--- config.mk ---
export PLATFORM = sky130hd
export DESIGN_NAME = digital_in_event_packer
export DESIGN_NICKNAME = d
export VERILOG_FILES = /design/src/rtl/digital_in_event_packer.sv
export SDC_FILE = /design/constraint.sdc
export NUM_CORES = 1
export LEC_CHECK = 0
export BUFFER_PORTS_ARGS = -buffer_cell sky130_fd_sc_hd__buf_2
export CORE_MARGIN = 2
export CORE_UTILIZATION = 40
export CTS_CLUSTER_DIAMETER = 80
export DETAILED_ROUTE_END_ITERATION = 8
export PLACE_DENSITY = 0.68
export SLEW_MARGIN = 20
export SYNTH_ARGS = -nofsm -noshare
export SYNTH_HDL_FRONTEND = slang
export SYNTH_SLANG_ARGS = --single-unit
--- constraint.sdc ---
create_clock -name i_clk -period 14.9 [get_ports i_clk]
set_input_delay 0.745 -clock i_clk [delete_from_list [all_inputs] [get_ports i_clk]]
set_output_delay 0.745 -clock i_clk [all_outputs]
set_load 0.02 [all_outputs]
--- src/rtl/digital_in_event_packer.sv ---
// digital_in_event_packer: timestamps input-word changes and enables into a FIFO drained by valid/ready
// Ports: i_clk clock; i_rst sync active-high reset; i_d synchronized input word; i_en event gate;
//        o_valid/i_ready/o_port/o_timestamp event stream; o_count occupancy; o_dropped overflow count
module digital_in_event_packer #(
    parameter int DEPTH = 4
) (
    input  logic        i_clk,
    input  logic        i_rst,
    input  logic [7:0]  i_d,
    input  logic        i_en,
    output logic        o_valid,
    input  logic        i_ready,
    output logic [7:0]  o_port,
    output logic [31:0] o_timestamp,
    output logic [4:0]  o_count,
    output logic [15:0] o_dropped
);
    localparam int AW = $clog2(DEPTH);
    localparam logic [4:0] LP_FULL = 5'(DEPTH);

    logic [31:0]   r_ts;
    logic [7:0]    r_prev;
    logic          r_en_d;
    logic [39:0]   r_mem [DEPTH];
    logic [AW-1:0] r_wp;
    logic [AW-1:0] r_rp;
    logic [4:0]    r_count;
    logic [15:0]   r_dropped;
    logic          w_push;
    logic          w_pop;
    logic          w_full;
    logic          w_wr;
    logic          w_drop;
    logic [39:0]   w_head;

    // r_en_d clears on reset, so the first enabled cycle afterwards always raises an enable event
    assign w_push = i_en && ((i_d != r_prev) || !r_en_d);
    assign w_full = r_count == LP_FULL;
    assign w_pop  = o_valid && i_ready;
    // a full FIFO still accepts a push when the head leaves in the same cycle
    assign w_wr   = w_push && (!w_full || w_pop);
    assign w_drop = w_push && w_full && !w_pop;

    assign w_head      = r_mem[r_rp];
    assign o_valid     = r_count != 5'd0;
    // memory is not reset; gating keeps the outputs at zero while nothing is stored
    assign o_port      = o_valid ? w_head[39:32] : 8'h00;
    assign o_timestamp = o_valid ? w_head[31:0] : 32'h0;
    assign o_count     = r_count;
    assign o_dropped   = r_dropped;

    always_ff @(posedge i_clk) begin
        if (i_rst) begin
            r_ts      <= 32'h0;
            r_prev    <= 8'h00;
            r_en_d    <= 1'b0;
            r_wp      <= '0;
            r_rp      <= '0;
            r_count   <= 5'd0;
            r_dropped <= 16'h0;
        end else begin
            r_ts    <= r_ts + 32'd1;
            r_prev  <= i_d;
            r_en_d  <= i_en;
            r_count <= r_count + 5'(w_wr) - 5'(w_pop);
            if (w_wr) r_wp <= r_wp + AW'(1);
            if (w_pop) r_rp <= r_rp + AW'(1);
            if (w_drop && r_dropped != 16'hFFFF) r_dropped <= r_dropped + 16'd1;
        end
    end

    always_ff @(posedge i_clk) begin
        if (w_wr && !i_rst) r_mem[r_wp] <= {i_d, r_ts};
    end
endmodule

==> key figures, run 1 <==
Critical path
  • Crit path capture type: primary output
  • Crit path required time: between 10 and 15 ns
  • Crit start category: flip-flop
  • Crit-path slowest cell: buf_4
  • CP Cell Sequence: buf_4 -> mux4_2 -> and2_1 -> buf_2
  • Maximum single-stage delay on the critical path: ~0.6 ns
  • CP Class: reg -> out
  • CP delay by family, top: buffers and inverters
  • Worst Path Arrival: 2.63 ns
  • Worst-path maximum fanout: 30
  • Worst Path Buf+Inv: 2

Drt
  • DR vias/cell: 5.15
  • DR DRC count: 0
  • DRT antenna net count: 0
  • Per-cell routed wire length: 17.4 um
  • DR iter-0 viols: 314
  • Vias: 5160
  • Routed WL: approximately 17 mm
  • Drt pass-1 iters: 4

Job
  • Max-cap violations: 0

STA
  • Slew HR: 43.1%
  • Fin Clk Skew: between 0.015 and 0.02 ns
  • Endpoints failing hold: 0
  • Fin Hold WS: 0.487 ns
  • Worst-margin pin slew: 0.854 ns
  • RSZ-0062 raised after global routing: false
  • Slew Viols, Final: 0
  • Fmax: 296 MHz
  • Min cycle time layout: approximately 3.4 ns
  • Final cycle utilization of the critical path: 22.7%
  • Setup WS post-layout: 11.52 ns
  • TNS Setup: 0 ns
  • Final Setup Violations: 0

Clock network
  • Skew-Pair Late Insertion Delay: 0.50 ns
  • Sink Count: 228
  • Total CTS buffers: 25
  • Root buffer cell: clkbuf_16
  • Post-CTS sizing: 0
  • Post-CTS Repair Setup Buffers: 0
  • H-tree levels: 1
  • Hold bufs inserted after CTS: 0
  • CTS max path bufs: 3
  • TritonCTS clock tree: built
  • Clock transition at the registers of the reported paths: ~0.060 ns

Synth
  • Leading area contributor after synthesis: edfxtp_1
  • Top cell type's share of synthesized area: between 50% and 60%
  • Distinct cells, synth: 50
  • Cells after Synth: ~620
  • Number of synthesized flops with an enable pin: 160
  • Mapped cell area: 9290 um^2
  • #FFs+latches synth: roughly 230
  • Synthesis warning total: 0
  • Top post-synthesis cells by area: edfxtp_1 (52%), dfxtp_1 (15%), mux4_2 (9.7%)
  • Synth Flop Type: edfxtp_1
  • Syn nets: 640
  • Async set-reset flop share out of synthesis: 0%
  • Syn_area_per_cell: approximately 15 um^2
  • Count leader, synth: edfxtp_1
  • Commonest cells post-synth: edfxtp_1 (160), dfxtp_1 (68), nor2_1 (58)
  • Sequential fraction of the synthesis area: 66.4%

Global routing
  • Vias in the first global route: 5266
  • Remaining global-route overflow: 0
  • First-pass GRT wire length: 28.4 mm
  • Largest net degree at the start of global routing: 79
  • Total GRT Usage: between 10% and 20%
  • Initial antenna violation count: 0

Placed design
  • GPL Wtd Cong: about 0.75
  • Port bufs: 73
  • DP HPWL: 10.6 mm
  • Cell Area, Placed: 9980 um^2
  • Dpl ws: approximately 11 ns
  • # placed instances: 956

Floorplanning
  • Ports: 74
  • Die Footprint: 24500 um^2
  • CORE AREA: 22700 um^2
  • Die Width: approximately 160 um
  • FP Rows: 55
  • Initial Utilization: 40.9%
  • Die height: about 160 um

Cells and area
  • Antenna Cells: 0
  • Layout cells sized above 1: 25.8%
  • Fin area: 10800 um^2
  • Post-Layout Cell Count: 1001
  • Nets: about 720
  • Fill count: 1969
  • P&R area growth vs syn: 16.4%

Min path
  • Worst min-delay path category: reg -> reg

Outcome
  • Status: completed

Power
  • Power per cell area: ~170 nW/um^2
  • Worst IR Drop VDD: 0.0000626 V
  • Leakage: 3.80 nW
-- worst paths after layout --
kind	depth (start not counted)	slack [ns]	endpoint	startpoint
hold / removal	2	0.49	o_dropped[15]	o_dropped[15]
hold reg to reg	2	0.49	o_dropped[15]	o_dropped[15]
setup / recovery	4	11.52	o_timestamp[31]	flip-flop
setup reg to reg	14	11.84	o_count[4]	o_count[3]
-- cells by family after synthesis --
family	after synthesis	share of synthesized area (%)
flip-flops	228	66.4
AND/OR/NAND/NOR	215	13.1
multiplexers	48	10.6
XOR/XNOR	45	4.24
buffers and inverters	40	1.93
AO/OA/AOI/OAI	26	1.87
adder cells (fa/ha/maj)	13	1.83
-- cell type report --
cell class / instances / area (um^2) / area share (%)
Multi-Input combinational cell: 347 / 2970 / 27.5
Clock inverter: 9 / 100 / 0.926
Sequential cell: 228 / 6170 / 57.1
Clock buffer: 36 / 717 / 6.63
Timing Repair Buffer: 84 / 448 / 4.14
Inverter: 12 / 45.0 / 0.417
Tap cell: 285 / 357 / 3.30
-- report_power, final --
part	internal, mW	switching (mW)	leakage, nW
Clock	0.368	0.237	0.401
Combinational	0.194	0.254	1.36
Sequential	0.711	0.0254	2.04
Total	1.27	0.517	3.80
-- worst min-delay path: stages, from the launching register on --
cell     delay (ns)
dfxtp_1        0.32
o31ai_1        0.06
a21oi_1        0.05
-- flip-flops by register name, summed over array words and instances (netlist names), named ones only --
| name | flops |
|---|---|
| r_mem | 160 |
| r_ts | 32 |
| o_dropped | 16 |
| r_prev | 8 |
| o_count | 5 |
| r_rp | 2 |
| r_wp | 2 |
| r_en_d | 1 |
-- cells in the final DEF (no fill, tap or decap), types with 3 or more instances in the layout --
master,instances
a21oi_1,10
and2_1,41
and3_1,6
and4_1,3
buf_2,73
buf_4,11
clkbuf_1,6
clkbuf_16,25
clkbuf_8,5
clkinv_2,4
dfxtp_1,66
edfxtp_1,160
ha_1,12
inv_1,12
mux2_2,6
mux4_2,40
nand2_1,17
nand3_1,22
nand4_1,16
nor2_1,58
nor2b_1,16
nor3_1,3
nor3b_2,4
nor4_1,7
o31ai_1,6
or4_1,6
xnor2_1,19
xor2_1,26
-- metal layers --
layer  GRT usage (%)  vias to the layer above  share of wire [%]
met2            25.5                       97                 49
met3            2.77                       30                4.6
li1                -                     2469                  -
met5               0                        -                  0
met4            3.71                        0                1.8
met1            19.5                     2564                 45
-- per-stage QoR --
step                      utilization, %  total power [mW]
after global routing                47.6              1.88
after CTS                           47.6              1.82
final                               47.6              1.79
after global placement              44.0              1.21
after detailed placement            44.0              1.21
after floorplan                        -              1.08
No activity file was read; power rests on OpenSTA's default activity.
==> run 2: changes to the inputs <==
- ABC_AREA: not set -> 1
- PLACE_DENSITY: 0.68 -> 0.7
- clock period: 14.9 -> 2.8 ns (I/O delays scaled with it)
==> run 2 against run 1 <==
- count of clock-buffer cells in the layout decreased by 6
- via count increased by 41%
- die area increased by 6.7%
- cell area increased by 8.8%
- clock skew decreased by 0.0045 ns
- area after synthesis increased by 6.9%
- routed wire length increased by 24%
- largest cell class unchanged
- register-to-register slack got worse by 12 ns
- critical path depth increased by 13
- sequential cell count unchanged
- non-clock buffer count increased by 18
- power increased to 5.6 times the previous value
==> key figures, run 2 <==
Cells and area
  • Nets: 1144 (+58%)
  • Max reg flops: 160 (unchanged)
  • Core Util, Final: 48.4% (+0.77 points)
  • Layout cells sized above 1: 14.9% (-11 points)
  • P&R area growth vs syn: 18.5%
  • Antenna Cells: 0 (unchanged)
  • Top reg by flops: r_mem
  • Most frequent cells in the layout: nor2_1 (235), edfxtp_1 (160), nand2_1 (136)
  • Most common cell after layout, fill and taps aside: nor2_1

Critical path
  • CP delay by family, top: adder cells
  • Worst-path maximum fanout: 5 (-83%)
  • Worst Path Buf+Inv: 4 (+2)
  • Maximum single-stage delay on the critical path: 0.37 ns (-0.23 ns)
  • CP Cell Sequence: inv_1 -> ha_1 -> nand3_2 -> nand2_1 -> inv_4 -> nor2_8 -> inv_1 -> nand2_1 -> ha_1 -> inv_1 -> ha_1 -> fa_2 -> nand2_1 -> a21oi_1 -> nor2_1 -> o21ai_0 -> a21oi_1
  • Crit path capture type: flip-flop
  • CP Class: reg -> reg
  • Crit start category: flip-flop
  • Crit-path slowest cell: fa_2
  • Crit path required time: 3.26 ns (-10.90 ns)
  • Worst Path Arrival: 3.02 ns (+0.39 ns)

STA
  • RSZ-0062 raised after global routing: false
  • Fin Hold WS: 0.00218 ns (-0.485 ns)
  • TNS Setup: 0 ns (unchanged)
  • Fmax: between 300 and 400 MHz
  • Final cycle utilization of the critical path: 91.6%
  • Endpoints failing hold: 0 (unchanged)
  • Final Setup Violations: 0 (unchanged)
  • Slew HR: 40.0% (-3.1 points)
  • Setup WS post-layout: 0.235 ns (-11.29 ns)
  • Slew Viols, Final: 0 (unchanged)
  • Min cycle time layout: 2.57 ns
  • Worst-margin pin slew: 0.900 ns (+0.0462 ns)
  • Fin Clk Skew: 0.0115 ns (-0.00450 ns)

Drt
  • DRT antenna net count: 0 (unchanged)
  • DR vias/cell: 4.97 (-3.5%)
  • Routed WL: 21.6 mm (+24%)
  • Drt pass-1 iters: 7 (+3)
  • Vias: 7269 (+41%)
  • DR DRC count: 0 (unchanged)
  • DR iter-0 viols: 485 (+54%)
  • Per-cell routed wire length: 14.8 um (-15%)

Floorplanning
  • Initial Utilization: 40.8% (-0.085 points)
  • Die Footprint: 26100 um^2 (+6.7%)
  • FP Rows: 57 (+3.6%)
  • Die Width: 162 um (+3.3%)
  • CORE AREA: 24300 um^2 (+7.1%)
  • Ports: 74 (unchanged)
  • Die height: 162 um (+3.3%)

Power
  • Leakage: 4.29 nW (+13%)
  • Power per cell area: 853 nW/um^2 (+410%)
  • Worst IR Drop VDD: 0.000757 V (+1100%)
  • Final Power: 10.0 mW (+460%)

Synth
  • Syn nets: 1057 (+65%)
  • Synth Flop Type: edfxtp_1
  • Distinct cells, synth: 39 (-22%)
  • #FFs+latches synth: 228 (unchanged)
  • Number of synthesized flops with an enable pin: 160 (unchanged)
  • Commonest cells post-synth: nor2_1 (239), edfxtp_1 (160), nand2_1 (136)
  • Mapped cell area: 9930 um^2 (+6.9%)
  • Synthesis warning total: 0 (unchanged)
  • Count leader, synth: nor2_1
  • Leading area contributor after synthesis: edfxtp_1
  • Syn_area_per_cell: 9.62 um^2 (-36%)
  • Cells after Synth: 1032 (+68%)
  • Top post-synthesis cells by area: edfxtp_1 (48%), dfxtp_1 (14%), nor2_1 (9.0%)
  • Async set-reset flop share out of synthesis: 0% (unchanged)
  • Sequential fraction of the synthesis area: 62.1% (-4.3 points)
  • Top cell type's share of synthesized area: 48.4% (-3.3 points)

Placed design
  • DP HPWL: 13.3 mm (+26%)
  • GPL Wtd Cong: 0.858 (+15%)
  • Dpl ws: 0.0875 ns (-11.35 ns)
  • Port bufs: 73 (unchanged)

Clock network
  • CTS max path bufs: 3 (unchanged)
  • H-tree levels: 1 (unchanged)
  • TritonCTS clock tree: built
  • Total CTS buffers: 25 (unchanged)
  • Sink Count: 228 (unchanged)
  • Root buffer cell: clkbuf_16
  • Skew-Pair Late Insertion Delay: 0.52 ns (+0.02 ns)
  • Clock transition at the registers of the reported paths: 0.06 ns (about the same)

Global routing
  • Vias in the first global route: 7061 (+34%)
  • First-pass GRT wire length: 35.0 mm (+23%)
  • Largest net degree at the start of global routing: 81 (+2.5%)
  • Initial antenna violation count: 0 (unchanged)
  • Remaining global-route overflow: 0 (unchanged)
  • Total GRT Usage: 16.5% (+1.7 points)

Job
  • Max-cap violations: 0 (unchanged)

Outcome
  • Status: completed

Min path
  • Worst min-delay path category: in -> reg
## run 2: report_power, final
group	total [mW]	internal, mW	switching, mW
Clock	3.64	2.32	1.32
Sequential	3.82	3.75	0.0737
Combinational	2.56	0.772	1.79
Total	10.0	6.84	3.19
## run 2: metrics by stage
stage / cells / cell area [um^2]
floorplan: 1032 / 9940
global placement: 1405 / 10700
detailed placement: 1405 / 10700
CTS: 1460 / 11700
global route: 1462 / 11800
finish: 1462 / 11800
## run 2: worst paths after layout
path	startpoint	endpoint	slack, ns	cells after the start
max	o_count[2]	o_count[4]	0.23	17
min	i_ready	r_rp[0]	0.002	4
max reg2reg	o_count[2]	o_count[4]	0.23	17
min reg2reg	r_rp[1]	flip-flop	0.47	2
## run 2: final cells by class
class                      count  area [um^2]
inverter                      84          318
sequential                   228         6170
fill                        2179        12600
multi-input combinational    678         3310
clock inverter                16          274
tap                          324          405
timing repair buffer         102          631
clock buffer                  30          654
## run 2: layer usage
metal / wire length, um / share of wire, % / track usage [%] / up-vias
met5: 0 / 0 / 0 / -
met4: 378 / 1.8 / 4.18 / 0
met3: 988 / 4.6 / 2.95 / 34
met2: 10600 / 49 / 29.3 / 146
met1: 9630 / 45 / 20.9 / 3431
li1: - / - / - / 3658
## run 2: timing repair
| item | CTS | global route |
|---|---|---|
| resized for setup | 0 | 5 |
| endpoints found under the setup margin | 0 | 2 |
| setup buffers | 0 | 2 |
| hold buffers | 9 | 0 |
| hold endpoints to repair | 41 | 0 |
## run 2: tightest hold or removal path: stages
cell	delay, ns
buf_2	0.08
nand2_1	0.08
inv_4	0.10
a21oi_1	0.07
## run 2: cells by family (layout without fill, tap and decap cells)
family,Yosys count,in the layout,synth area share [%]
flops,228,228,62.1
compound gates,179,179,9.10
simple gates,468,468,20.6
xor+xnor,18,18,1.59
fa+ha+maj,13,13,1.71
buf+inv,126,232,4.88
==> run 3: changes to the inputs <==
==> constraint.sdc (replaced) <==
create_clock -name i_clk -period 2.8 [get_ports i_clk]
set_input_delay 0.28 -clock i_clk [delete_from_list [all_inputs] [get_ports i_clk]]
set_output_delay 0.28 -clock i_clk [all_outputs]
set_load 0.02 [all_outputs]
==> run 3 against run 2 <==
- core utilization is 0.95 points lower
- fmax is 0.41% lower
- sequential share of layout area is 1.0 points higher
- hold slack better by 0.021 ns
- via count hardly changed
- cell count is 0.82% lower
- largest cell class unchanged
- largest power group unchanged
==> key figures, run 3 (same netlist as run 2, synthesis figures left out) <==
Critical path
  • Crit start category: flip-flop
  • Crit path capture type: flip-flop
  • Crit path required time: 3.19 ns (-0.07 ns)
  • Worst-path maximum fanout: 6 (+1)
  • Worst Path Arrival: 2.97 ns (-0.05 ns)
  • CP Class: reg -> reg

STA
  • TNS Setup: 0 ns (unchanged)
  • Min cycle time layout: 2.58 ns (+0.0106 ns)
  • Worst-margin pin slew: 0.592 ns (-0.308 ns)
  • Slew Viols, Final: 0 (unchanged)
  • Final Setup Violations: 0 (unchanged)
  • Fin Hold WS: 0.0236 ns (+0.0215 ns)
  • Fmax: 388 MHz (-0.41%)
  • Final cycle utilization of the critical path: 92.0% (+0.38 points)
  • Endpoints failing hold: 0 (unchanged)
  • Slew HR: 60.5% (+21 points)
  • Fin Clk Skew: 0.0137 ns (+0.00219 ns)

Global routing
  • Largest net degree at the start of global routing: 81 (unchanged)
  • First-pass GRT wire length: 34.8 mm (-0.61%)
  • Total GRT Usage: 16.4% (-0.16 points)
  • Vias in the first global route: 7001 (-0.85%)
  • Initial antenna violation count: 0 (unchanged)
  • Remaining global-route overflow: 0 (unchanged)

Power
  • Sequential fraction of design power: 40.3% (+2.2 points)
  • Worst IR Drop VDD: 0.000594 V (-22%)
  • Switching part of the total power: 32.9% (+1.1 points)
  • Combinational group share of total power: 27.2% (+1.6 points)
  • Leakage: 4.19 nW (-2.2%)
  • Psw: 3.12 mW (-2.0%)
  • Clock power frac: 32.5% (-3.8 points)
  • Power per cell area: 823 nW/um^2 (-3.5%)
  • Cell-internal power: 6.36 mW (-7.0%)

Floorplanning
  • Die Width: 162 um (unchanged)
  • Die Footprint: 26100 um^2 (unchanged)
  • Die height: 162 um (unchanged)
  • Ports: 74 (unchanged)
  • FP Rows: 57 (unchanged)
  • Initial Utilization: 40.8% (unchanged)
  • CORE AREA: 24300 um^2 (unchanged)

Placed design
  • DP HPWL: 13.5 mm (+1.7%)
  • GPL Wtd Cong: 0.865 (+0.80%)
  • # placed instances: 1405 (unchanged)
  • Port bufs: 73 (unchanged)
  • Cell Area, Placed: 10700 um^2 (+0.12%)

Clock network
  • Sink Count: 228 (unchanged)
  • Clock transition at the registers of the reported paths: 0.06 ns (about the same)
  • Root buffer cell: clkbuf_16
  • TritonCTS clock tree: built
  • CTS max path bufs: 3 (unchanged)
  • Total CTS buffers: 24 (-4.0%)
  • Skew-Pair Late Insertion Delay: 0.51 ns (about the same)
  • H-tree levels: 1 (unchanged)

Drt
  • Vias: 7274 (+0.069%)
  • Drt pass-1 iters: 5 (-2)
  • DR DRC count: 0 (unchanged)
  • Routed WL: 21.5 mm (-0.40%)
  • DR iter-0 viols: 457 (-5.8%)
  • Per-cell routed wire length: 14.8 um (+0.43%)
  • DRT antenna net count: 0 (unchanged)
  • DR vias/cell: 5.02 (+0.90%)

Cells and area
  • Most frequent cells in the layout: nor2_1 (235), edfxtp_1 (160), nand2_1 (136)
  • Antenna Cells: 0 (unchanged)
  • Most common cell after layout, fill and taps aside: nor2_1
  • Fill count: 2257 (+3.6%)
  • Max reg flops: 160 (unchanged)
  • P&R area growth vs syn: 16.1%
  • Top reg by flops: r_mem
  • Fin area: 11500 um^2 (-2.0%)
  • Post-Layout Cell Count: 1450 (-0.82%)
  • Layout cells sized above 1: 14.7% (-0.28 points)
  • Nets: 1133 (-0.96%)

Outcome
  • Status: completed

Job
  • Max-cap violations: 0 (unchanged)

Min path
  • Worst min-delay path category: in -> reg
[run 3: cell types whose count changed in the layout (fill, tap and decap cells not counted), sizes merged]
cell	change
clkbuf	+2
clkinvlp	-1
dlygate4sd3	-9
clkinv	+2
inv	+1
bufinv	-6
buf	-1
[run 3: metrics by stage]
step           power [mW]  setup WS [ns]  util, %
2_1_floorplan        5.57         -0.193        -
6_report             9.49          0.224     47.4
3_3_place_gp         6.43          0.188     44.1
4_1_cts              9.55         0.0678     47.4
5_1_grt              9.99       -0.00446     47.4
3_5_place_dp         6.47         0.0876     44.1
[run 3: layout make-up]
class / instances / area, um^2 / area share [%]
Tap cell: 324 / 405 / 3.52
Clock buffer: 32 / 692 / 6.00
Multi-Input combinational cell: 678 / 3310 / 28.7
Clock inverter: 12 / 91.3 / 0.792
Sequential cell: 228 / 6170 / 53.5
Inverter: 84 / 318 / 2.76
Timing Repair Buffer: 92 / 546 / 4.73
[run 3: worst max-delay path: stages (launching register included)]
cell	delay, ns
dfxtp_1	0.36
inv_1	0.07
ha_1	0.19
nand3_2	0.09
nand2_1	0.09
inv_4	0.11
nor2_8	0.04
inv_2	0.07
nand2_1	0.09
ha_1	0.29
inv_1	0.04
ha_1	0.20
fa_2	0.36
nand2_1	0.07
a21oi_1	0.06
nor2_1	0.15
buf_4	0.13
a21oi_1	0.05
[run 3: worst paths after layout]
kind              startpoint            to  slack (ns)  cells past startpoint
setup / recovery  o_count[3]    o_count[4]        0.22                     17
hold / removal        i_d[0]  r_mem[0][32]        0.02                      1
setup reg to reg  o_count[3]    o_count[4]        0.22                     17
hold reg to reg      r_rp[1]       r_rp[1]        0.47                      2
[run 3: per-layer routing]
| layer | up-vias | routed length (um) | global-route usage (%) |
|---|---|---|---|
| met4 | 0 | 387 | 4.30 |
| li1 | 3626 | - | - |
| met2 | 184 | 10600 | 28.8 |
| met5 | - | 0 | 0 |
| met3 | 35 | 1210 | 2.88 |
| met1 | 3429 | 9300 | 20.9 |
[run 3: timing repair]
action | in CTS | in global routing
hold buffers | 0 | 0
endpoints found under the setup margin | 0 | 1
endpoints found under the hold margin | 0 | 0
resized for setup | 0 | 5
buffers inserted | 0 | 1
[run 3: power groups by stage]
stage	clock (mW)	combinational (mW)	sequential [mW]
after floorplan	0	1.66	3.91
after global placement	0	2.54	3.88
after detailed placement	0	2.57	3.89
after CTS	3.15	2.58	3.82
after global routing	3.32	2.84	3.83
final	3.09	2.58	3.82
